<file path="config.mk">
export PLATFORM = sky130hd
export DESIGN_NAME = dmem_controller_flat
export DESIGN_NICKNAME = d
export VERILOG_FILES = /design/src/rtl/dmem_controller_if.sv /design/src/rtl/dmem_controller.sv /design/src/flat_wrapper.sv
export SDC_FILE = /design/constraint.sdc
export NUM_CORES = 1
export LEC_CHECK = 0
export CAP_MARGIN = 20
export CORE_ASPECT_RATIO = 1.2
export CORE_MARGIN = 1.5
export CORE_UTILIZATION = 45
export DETAILED_ROUTE_END_ITERATION = 12
export PLACE_DENSITY = 0.83
export SETUP_SLACK_MARGIN = 0.15
export SYNTH_ARGS = -nofsm -noshare
export SYNTH_HDL_FRONTEND = slang
export SYNTH_SLANG_ARGS = --single-unit
</file>
<file path="constraint.sdc">
create_clock -name clk -period 2 [get_ports clk]
set_input_delay 0.5 -clock clk [delete_from_list [all_inputs] [get_ports clk]]
set_output_delay 0.5 -clock clk [all_outputs]
set_load 0.01 [all_outputs]
</file>
<file path="src/rtl/dmem_controller_if.sv">
// Bundle of CPU load/store port, loader port and data-memory port for dmem_controller.
interface dmem_controller_if #(
  parameter int ADDR_W = 32
);
  logic              cpu_req;
  logic              cpu_we;
  logic [2:0]        cpu_funct3;
  logic [ADDR_W-1:0] cpu_addr;
  logic [31:0]       cpu_wdata;
  logic [31:0]       cpu_rdata;
  logic              cpu_done;
  logic              cpu_err;
  logic              cpu_stall;

  logic              ld_req;
  logic              ld_we;
  logic [ADDR_W-1:0] ld_addr;
  logic [31:0]       ld_wdata;
  logic [31:0]       ld_rdata;
  logic              ld_done;

  logic [ADDR_W-1:0] mem_addr;
  logic [31:0]       mem_wdata;
  logic              mem_read;
  logic              mem_write;
  logic [31:0]       mem_rdata;

  modport slave (
    input  cpu_req, cpu_we, cpu_funct3, cpu_addr, cpu_wdata,
    output cpu_rdata, cpu_done, cpu_err, cpu_stall,
    input  ld_req, ld_we, ld_addr, ld_wdata,
    output ld_rdata, ld_done,
    output mem_addr, mem_wdata, mem_read, mem_write,
    input  mem_rdata
  );

  modport master (
    output cpu_req, cpu_we, cpu_funct3, cpu_addr, cpu_wdata,
    input  cpu_rdata, cpu_done, cpu_err, cpu_stall,
    output ld_req, ld_we, ld_addr, ld_wdata,
    input  ld_rdata, ld_done,
    input  mem_addr, mem_wdata, mem_read, mem_write,
    output mem_rdata
  );
endinterface

</file>
<file path="src/rtl/dmem_controller.sv">
// Data-memory sequencer/arbiter: byte/half/word loads and stores via read-modify-write.
// Define DMEM_CTRL_RR_EN for round-robin arbitration; default is fixed CPU priority.
module dmem_controller #(
  parameter int ADDR_W = 32
) (
  input logic              clk,
  input logic              rst_n,
  dmem_controller_if.slave bus
);

  typedef enum logic [2:0] {IDLE, READ, WRITE, RMW_READ, RMW_WRITE, RESP} state_e;

  state_e            state_q, state_d;
  logic [ADDR_W-1:0] addr_q, addr_d;
  logic [31:0]       wdata_q, wdata_d;
  logic [31:0]       merge_q, merge_d;
  logic [31:0]       cpu_rdata_q, cpu_rdata_d;
  logic [31:0]       ld_rdata_q, ld_rdata_d;
  logic [2:0]        f3_q, f3_d;
  logic              port_q, port_d;  // 1 = loader owns the access
  logic              err_q, err_d;
  logic              grant_ld;

  function automatic logic cpu_bad(input logic [2:0] f3, input logic [1:0] a);
    case (f3)
      3'b000, 3'b100: return 1'b0;
      3'b001, 3'b101: return a[0];
      3'b010:         return |a;
      default:        return 1'b1;
    endcase
  endfunction

  function automatic logic [31:0] load_ext(input logic [31:0] w, input logic [2:0] f3,
                                           input logic [1:0] a);
    logic [7:0]  b;
    logic [15:0] h;
    b = 8'(w >> {a, 3'b000});
    h = a[1] ? w[31:16] : w[15:0];
    case (f3)
      3'b000:  return {{24{b[7]}}, b};
      3'b100:  return {24'b0, b};
      3'b001:  return {{16{h[15]}}, h};
      3'b101:  return {16'b0, h};
      default: return w;
    endcase
  endfunction

  function automatic logic [31:0] merge(input logic [31:0] w, input logic [31:0] d,
                                        input logic [2:0] f3, input logic [1:0] a);
    logic [31:0] r;
    r = w;
    if (f3[0]) begin
      if (a[1]) r[31:16] = d[15:0];
      else      r[15:0]  = d[15:0];
    end else begin
      case (a)
        2'd0:    r[7:0]   = d[7:0];
        2'd1:    r[15:8]  = d[7:0];
        2'd2:    r[23:16] = d[7:0];
        default: r[31:24] = d[7:0];
      endcase
    end
    return r;
  endfunction

`ifdef DMEM_CTRL_RR_EN
  logic last_q;  // 1 = loader was granted most recently

  always_ff @(posedge clk or negedge rst_n) begin
    if (!rst_n)                                            last_q <= 1'b1;
    else if (state_q == IDLE && (bus.cpu_req || bus.ld_req)) last_q <= grant_ld;
  end

  always_comb grant_ld = bus.ld_req & (~bus.cpu_req | ~last_q);
`else
  always_comb grant_ld = bus.ld_req & ~bus.cpu_req;
`endif

  always_comb begin
    state_d     = state_q;
    addr_d      = addr_q;
    wdata_d     = wdata_q;
    merge_d     = merge_q;
    cpu_rdata_d = cpu_rdata_q;
    ld_rdata_d  = ld_rdata_q;
    f3_d        = f3_q;
    port_d      = port_q;
    err_d       = err_q;
    unique case (state_q)
      IDLE: begin
        if (bus.cpu_req || bus.ld_req) begin
          port_d = grant_ld;
          if (grant_ld) begin
            addr_d  = bus.ld_addr;
            wdata_d = bus.ld_wdata;
            f3_d    = 3'b010;
            err_d   = 1'b0;
            state_d = bus.ld_we ? WRITE : READ;
          end else begin
            addr_d  = bus.cpu_addr;
            wdata_d = bus.cpu_wdata;
            f3_d    = bus.cpu_funct3;
            err_d   = cpu_bad(bus.cpu_funct3, bus.cpu_addr[1:0]);
            if (err_d) begin
              cpu_rdata_d = '0;
              state_d     = RESP;
            end else if (!bus.cpu_we)                  state_d = READ;
            else if (bus.cpu_funct3[1:0] == 2'b10)     state_d = WRITE;
            else                                       state_d = RMW_READ;
          end
        end
      end
      READ: begin
        if (port_q) ld_rdata_d  = bus.mem_rdata;
        else        cpu_rdata_d = load_ext(bus.mem_rdata, f3_q, addr_q[1:0]);
        state_d = RESP;
      end
      WRITE:     state_d = RESP;
      RMW_READ: begin
        merge_d = bus.mem_rdata;
        state_d = RMW_WRITE;
      end
      RMW_WRITE: state_d = RESP;
      RESP:      state_d = IDLE;
      default:   state_d = IDLE;
    endcase
  end

  always_ff @(posedge clk or negedge rst_n) begin
    if (!rst_n) begin
      state_q     <= IDLE;
      addr_q      <= '0;
      wdata_q     <= '0;
      merge_q     <= '0;
      cpu_rdata_q <= '0;
      ld_rdata_q  <= '0;
      f3_q        <= '0;
      port_q      <= 1'b0;
      err_q       <= 1'b0;
    end else begin
      state_q     <= state_d;
      addr_q      <= addr_d;
      wdata_q     <= wdata_d;
      merge_q     <= merge_d;
      cpu_rdata_q <= cpu_rdata_d;
      ld_rdata_q  <= ld_rdata_d;
      f3_q        <= f3_d;
      port_q      <= port_d;
      err_q       <= err_d;
    end
  end

  // Memory strobes and completion flags decode straight from state so reset clears them at once.
  assign bus.mem_addr  = {addr_q[ADDR_W-1:2], 2'b00};
  assign bus.mem_read  = (state_q == READ)  || (state_q == RMW_READ);
  assign bus.mem_write = (state_q == WRITE) || (state_q == RMW_WRITE);
  assign bus.mem_wdata = (state_q == WRITE)     ? wdata_q :
                         (state_q == RMW_WRITE) ? merge(merge_q, wdata_q, f3_q, addr_q[1:0]) :
                                                  '0;
  assign bus.cpu_rdata = cpu_rdata_q;
  assign bus.ld_rdata  = ld_rdata_q;
  assign bus.cpu_done  = (state_q == RESP) && !port_q;
  assign bus.ld_done   = (state_q == RESP) && port_q;
  assign bus.cpu_err   = (state_q == RESP) && !port_q && err_q;
  assign bus.cpu_stall = bus.cpu_req && !bus.cpu_done;

endmodule

</file>
<file path="src/flat_wrapper.sv">
// flat-port wrapper written by rule: the top's interface ports become plain ports
module dmem_controller_flat 
#(
  parameter int ADDR_W = 32
)
  (clk, rst_n, bus_cpu_req, bus_cpu_we, bus_cpu_funct3, bus_cpu_addr, bus_cpu_wdata, bus_cpu_rdata, bus_cpu_done, bus_cpu_err, bus_cpu_stall, bus_ld_req, bus_ld_we, bus_ld_addr, bus_ld_wdata, bus_ld_rdata, bus_ld_done, bus_mem_addr, bus_mem_wdata, bus_mem_read, bus_mem_write, bus_mem_rdata);
  dmem_controller_if #(.ADDR_W(ADDR_W)) bus_i ();
  input logic clk;
  input logic rst_n;
  input wire logic [$bits(bus_i.cpu_req)-1:0] bus_cpu_req;
  input wire logic [$bits(bus_i.cpu_we)-1:0] bus_cpu_we;
  input wire logic [$bits(bus_i.cpu_funct3)-1:0] bus_cpu_funct3;
  input wire logic [$bits(bus_i.cpu_addr)-1:0] bus_cpu_addr;
  input wire logic [$bits(bus_i.cpu_wdata)-1:0] bus_cpu_wdata;
  output wire logic [$bits(bus_i.cpu_rdata)-1:0] bus_cpu_rdata;
  output wire logic [$bits(bus_i.cpu_done)-1:0] bus_cpu_done;
  output wire logic [$bits(bus_i.cpu_err)-1:0] bus_cpu_err;
  output wire logic [$bits(bus_i.cpu_stall)-1:0] bus_cpu_stall;
  input wire logic [$bits(bus_i.ld_req)-1:0] bus_ld_req;
  input wire logic [$bits(bus_i.ld_we)-1:0] bus_ld_we;
  input wire logic [$bits(bus_i.ld_addr)-1:0] bus_ld_addr;
  input wire logic [$bits(bus_i.ld_wdata)-1:0] bus_ld_wdata;
  output wire logic [$bits(bus_i.ld_rdata)-1:0] bus_ld_rdata;
  output wire logic [$bits(bus_i.ld_done)-1:0] bus_ld_done;
  output wire logic [$bits(bus_i.mem_addr)-1:0] bus_mem_addr;
  output wire logic [$bits(bus_i.mem_wdata)-1:0] bus_mem_wdata;
  output wire logic [$bits(bus_i.mem_read)-1:0] bus_mem_read;
  output wire logic [$bits(bus_i.mem_write)-1:0] bus_mem_write;
  input wire logic [$bits(bus_i.mem_rdata)-1:0] bus_mem_rdata;
  assign bus_i.cpu_req = bus_cpu_req;
  assign bus_i.cpu_we = bus_cpu_we;
  assign bus_i.cpu_funct3 = bus_cpu_funct3;
  assign bus_i.cpu_addr = bus_cpu_addr;
  assign bus_i.cpu_wdata = bus_cpu_wdata;
  assign bus_cpu_rdata = bus_i.cpu_rdata;
  assign bus_cpu_done = bus_i.cpu_done;
  assign bus_cpu_err = bus_i.cpu_err;
  assign bus_cpu_stall = bus_i.cpu_stall;
  assign bus_i.ld_req = bus_ld_req;
  assign bus_i.ld_we = bus_ld_we;
  assign bus_i.ld_addr = bus_ld_addr;
  assign bus_i.ld_wdata = bus_ld_wdata;
  assign bus_ld_rdata = bus_i.ld_rdata;
  assign bus_ld_done = bus_i.ld_done;
  assign bus_mem_addr = bus_i.mem_addr;
  assign bus_mem_wdata = bus_i.mem_wdata;
  assign bus_mem_read = bus_i.mem_read;
  assign bus_mem_write = bus_i.mem_write;
  assign bus_i.mem_rdata = bus_mem_rdata;
  dmem_controller #(.ADDR_W(ADDR_W)) u_core (.clk(clk), .rst_n(rst_n), .bus(bus_i));
endmodule
</file>
======== Word-level counts from Yosys, hierarchy flattened ========
Index checks and enable logic that the tools add are counted.
word-level totals
  register bits ........................... 168
  bits in latches ......................... 0
  memory bits (writable) .................. 0
  memory bits (read-only) ................. 0
  input bits .............................. 169
  output and inout bits ................... 134
  logic and storage cells ................. 84
  memories ................................ 0
operators by class
  add/subtract/negate cells ............... 0
  multipliers ............................. 0
  div/mod/pow operators ................... 0
  order comparisons ....................... 0
  equality and inequality tests ........... 19
  shift operators ......................... 1
  muxes and demuxes ....................... 31
  bitwise gates (word level) .............. 2
  reductions and logical operators ........ 22
operators by type and width
  operator            number
  $mux 32             9
  $pmux 32 s4         1
  $pmux 32 s2         1
  $mux 16             3
  $mux 8              4
  $shr 32x5->8        1
  $eq 3x3->1 const B  6
  $mux 3              5
  $eq 3x1->1 const B  3
  $eq 3x2->1 const B  3
  $logic_not 3->1     3
  $pmux 3 s3          1
  $reduce_or 2->1     3
  $reduce_or 3->1     2
  $mux 1              5
  $reduce_and 5->1    1
  $eq 2x2->1 const B  2
  $logic_and 1x1->1   4
  $ne 2x1->1 const B  2
  $ne 2x2->1 const B  2
  $reduce_and 2->1    2
  $logic_or 1x1->1    3
  $pmux 1 s3          1
  $eq 2x1->1 const B  1
  other kinds (6)     7

======== Logic depth before layout (Yosys ltp) ========
  word-level depth ........................ 10
  depth in mapped cells ................... 7
  gate-level depth less buffers ........... 4

======== Worst setup path after synthesis ========
OpenSTA, ideal clock, no wires.
  path kind ............................... register to output
  start point ............................. register u_core.state_q[0]
  end point ............................... output port bus_mem_wdata[28]
  arrival time ............................ 1.502 ns
  data required time ...................... 1.500 ns
  slack ................................... -0.002 ns
  stages on the path, launching flop included .. 6
  path buffers ............................ 2
  cells stage by stage .................... dfrtp_1 -> buf_2 -> nor3b_2 -> clkbuf_1 -> o21ai_0 -> o21ai_0
between the ends
  longest elaborated chain between the ends .. 3
  elaborated cells on any way between the ends .. 4
  classes of those cells .................. eq/ne (2); mux (2)
ends and longest elaborated chain
  item                      line                    RTL
  start: declaration        dmem_controller.sv:13   state_e state_q, state_d;
  start signal: assignment  dmem_controller.sv:141  state_q <= state_d;
  $eq 3x3->1                dmem_controller.sv:158  (state_q == RMW_WRITE) ? merge(merge_q, wdata_q, f3_q, addr_q[1:0]) :
  $mux 32                   dmem_controller.sv:158
  $mux 32 *                 dmem_controller.sv:157  assign bus.mem_wdata = (state_q == WRITE) ? wdata_q :
  end: declaration          flat_wrapper.sv:26      output wire logic [$bits(bus_i.mem_wdata)-1:0] bus_mem_wdata;
Every way passes the cells marked *; elsewhere a longest branch is shown, timed or not.

======== Worst setup path in the final report ========
  start point ............................. register u_core.state_q[0]
  end point ............................... output port bus_mem_wdata[25]
The elaborated chain is that of the path after synthesis.

==> results.tsv <==
metric	value	unit
p_per_area	1517	mW/mm^2
fin_crit	2.433	ns
final_core_util	0.7919	
synth_cell_types	50	
cts_tree	done	
critPathMaxStageDelay	0.46	ns
fin_skew	0.009307	ns
critPathKind	flip-flop to output pin	
vias_per_cell	6.114	
crit_arrival	1.93	ns
synthCells	768	
hold_class	flip-flop to flip-flop	
cap_violations	0	
grt_usage	0.3115	
first_global_vias	8026	
hold_viol	0	
die-area	0.01944	mm^2
cp_common_cell	buf_6	
netlist.area_leader.share	0.5021	
wire_per_inst	26.16	um
fillCellCount	1032	
finalWirelength	36860	um
async_flop_share	1.000	
yosys_warnings	0	
hpwlAfterDp	21040	um
die_width	127.5	um
synth_area_leader_cell	dfrtp_1	
crit_chain	nor3b_4, buf_6, buf_6, o21ai_2, o21ai_1, buf_2	
fin_area	0.01439	mm^2
clkLatencyLatePin	0.43	ns
cts_buffers	17	
grt_pass1_wl	46120	um
cts.sinks	168	
rows	54	
yosysSeqAreaShare	0.5021	
max_freq	411.1	MHz
setup_viol	170	
placed_area	0.01209	mm^2
synth_area_leaders	dfrtp_1 50%, mux2_2 9.5%, mux2i_1 8.6%	
syn_to_final_growth	71.89	%
drive_gt1_frac	0.3367	
syn_avg_cell_area	10.90	um^2
syn_area	0.008373	mm^2
cts_root_buf	clkbuf_16	
tightest_slew	0.6998	ns
synth-edff-count	0	
initial_core_util	0.4607	
gp_congestion	0.8765	
status	finished, violations left	
pin_count	303	
ir_worst_vdd	0.0006978	V
clkSlewWorstSetupHoldPaths	0.07	ns
io_buffer_count	300	
clockBufferDepth	2	
synthFlopType	dfrtp_1	
initialDrtViolationCount	935	
ys_seq_elements	168	
die_h	152.4	um
post-route-drc-count	0	
synth_most_common_cell	dfrtp_1	
critPathLaunchType	flip-flop	
crit_path_end_kind	output pin	
overflow	0	
rsz0062_at_grt	yes	
nNetsFinal	1342	
antenna-diode-count	0	
postRouteAntennaNets	0	
critPathMaxFanout	6	
antenna_found_initial	0	
period_share	1.216	
finalMaxSlewViolations	0	
crit_family	buffers and inverters	
relSlewSlack	0.5334	
p_leak	0.007133	uW
cp_num_buf_inv	3	
netlist_top_cells_count	168 x dfrtp_1, 110 x o21ai_0, 100 x nand2_1	
vias	8615	
cp_slowest_cell	dfrtp_2	
grt_max_degree	70	
drt_first_pass_iters	6	
required	1.50	ns
fin_ws	-0.4327	ns
violations	negative setup slack	
core	0.01817	mm^2
h-tree-depth	4	
==> path summary, 6_finish.rpt <==
kind | slack [ns] | cells after the start | endpoint | startpoint
worst max-delay path | -0.43 | 6 | bus_mem_wdata[25] | u_core.state_q[0]
worst min-delay path | 0.47 | 2 | u_core.addr_q[29] | u_core.addr_q[29]
worst max register to register | -0.22 | 11 | u_core.wdata_q[13] | u_core.state_q[0]
worst min register to register | 0.47 | 2 | u_core.addr_q[29] | u_core.addr_q[29]
max in group asynchronous | 0.89 | 3 | u_core.addr_q[10] | rst_n
min in group asynchronous | 0.52 | 2 | u_core.merge_q[13] | rst_n
==> flip-flops by register name (all words and copies together), names as in the netlist <==
| name | count |
|---|---|
| u_core.merge_q | 32 |
| u_core.f3_q | 3 |
| u_core.err_q | 1 |
| u_core.state_q | 3 |
| u_core.bus.cpu_rdata | 32 |
| u_core.addr_q | 32 |
| u_core.wdata_q | 32 |
| u_core.port_q | 1 |
| u_core.bus.ld_rdata | 32 |
==> stage by stage <==
stage | power, uW | setup TNS, ns | hold slack [ns] | setup slack [ns] | cells
after floorplan | 10710 | 0 | 0.2044 | 0.1586 | 769
after global placement | 15110 | -20.63 | 0.3999 | -0.4105 | 1308
after detailed placement | 15350 | -21.93 | 0.4009 | -0.4007 | 1308
after CTS | 19770 | -10.49 | 0.4806 | -0.3407 | 1371
after global routing | 22620 | -34.33 | 0.5002 | -0.4804 | 1409
final | 21840 | -26.63 | 0.4729 | -0.4327 | 1409
==> logic make-up (layout without fill, tap and decap cells) <==
| group | count (synthesis) | after routing | synth area share |
|---|---|---|---|
| AOI/OAI and AO/OA | 209 | 212 | 0.1621 |
| and+or+nand+nor | 154 | 154 | 0.08772 |
| muxes | 145 | 145 | 0.1856 |
| buffers and inverters | 91 | 504 | 0.06201 |
| DFF | 168 | 168 | 0.5021 |
| other | 1 | 2 | 0.0004479 |
==> layer usage <==
layer / wire length, um / part of all wire / global-route usage
met5: 0 / 0 / 0
met4: 2978 / 0.081 / 0.1499
met3: 3642 / 0.099 / 0.08392
met2: 17500 / 0.47 / 0.5192
met1: 12730 / 0.35 / 0.3718
==> cell usage in the layout, fill, tap and decap left out, types with 9 or more instances in the layout <==
cell / count
clkdlybuf4s50_1: 183
dfrtp_1: 164
buf_4: 90
nand2_1: 78
mux2i_1: 71
dlymetal6s2s_1: 61
mux2_2: 54
buf_6: 54
o21ai_1: 51
o21ai_0: 42
clkbuf_16: 32
buf_12: 21
a21oi_1: 18
buf_2: 18
o21ai_2: 17
mux2_4: 17
dlygate4sd2_1: 17
a221o_1: 16
nor2_1: 12
nand2_2: 12
a22o_1: 12
nand2_4: 10
o2bb2ai_2: 9
==> report_power, final <==
part | internal (uW) | switching, uW | leakage [uW]
clock network | 2010 | 1480 | 0.000289
logic | 6300 | 5590 | 0.00480
registers | 5060 | 1400 | 0.00204
total | 13400 | 8470 | 0.00713
==> what timing repair did <==
| action | CTS | global route |
|---|---|---|
| pin swaps | 22 | 24 |
| endpoints found under the hold margin | 26 | 0 |
| gates resized for setup | 289 | 189 |
| setup endpoints to repair | 116 | 264 |
| hold buffers | 1 | 0 |
| setup buffers | 25 | 11 |
| cloned | 6 | 27 |
==> layout make-up <==
| class | count | area [um^2] | area share |
|---|---|---|---|
| clock buffer | 18 | 439.2 | 0.03051 |
| clock inverter | 13 | 170.2 | 0.01182 |
| inverter | 6 | 26.28 | 0.001826 |
| multi-input combinational | 513 | 4189 | 0.2911 |
| sequential | 168 | 4209 | 0.2924 |
| tap | 224 | 280.3 | 0.01947 |
| timing repair buffer | 467 | 5079 | 0.3529 |
==> worst reg2reg max path, stage by stage, from the launching register on <==
cell	delay, ns
dfrtp_2	0.46
buf_4	0.16
buf_6	0.11
buf_6	0.11
buf_4	0.15
nor3_4	0.16
buf_6	0.13
buf_8	0.12
buf_12	0.11
o21ai_4	0.10
clkbuf_16	0.19
o21ai_0	0.29
No activity file was read; power rests on OpenSTA's default activity.
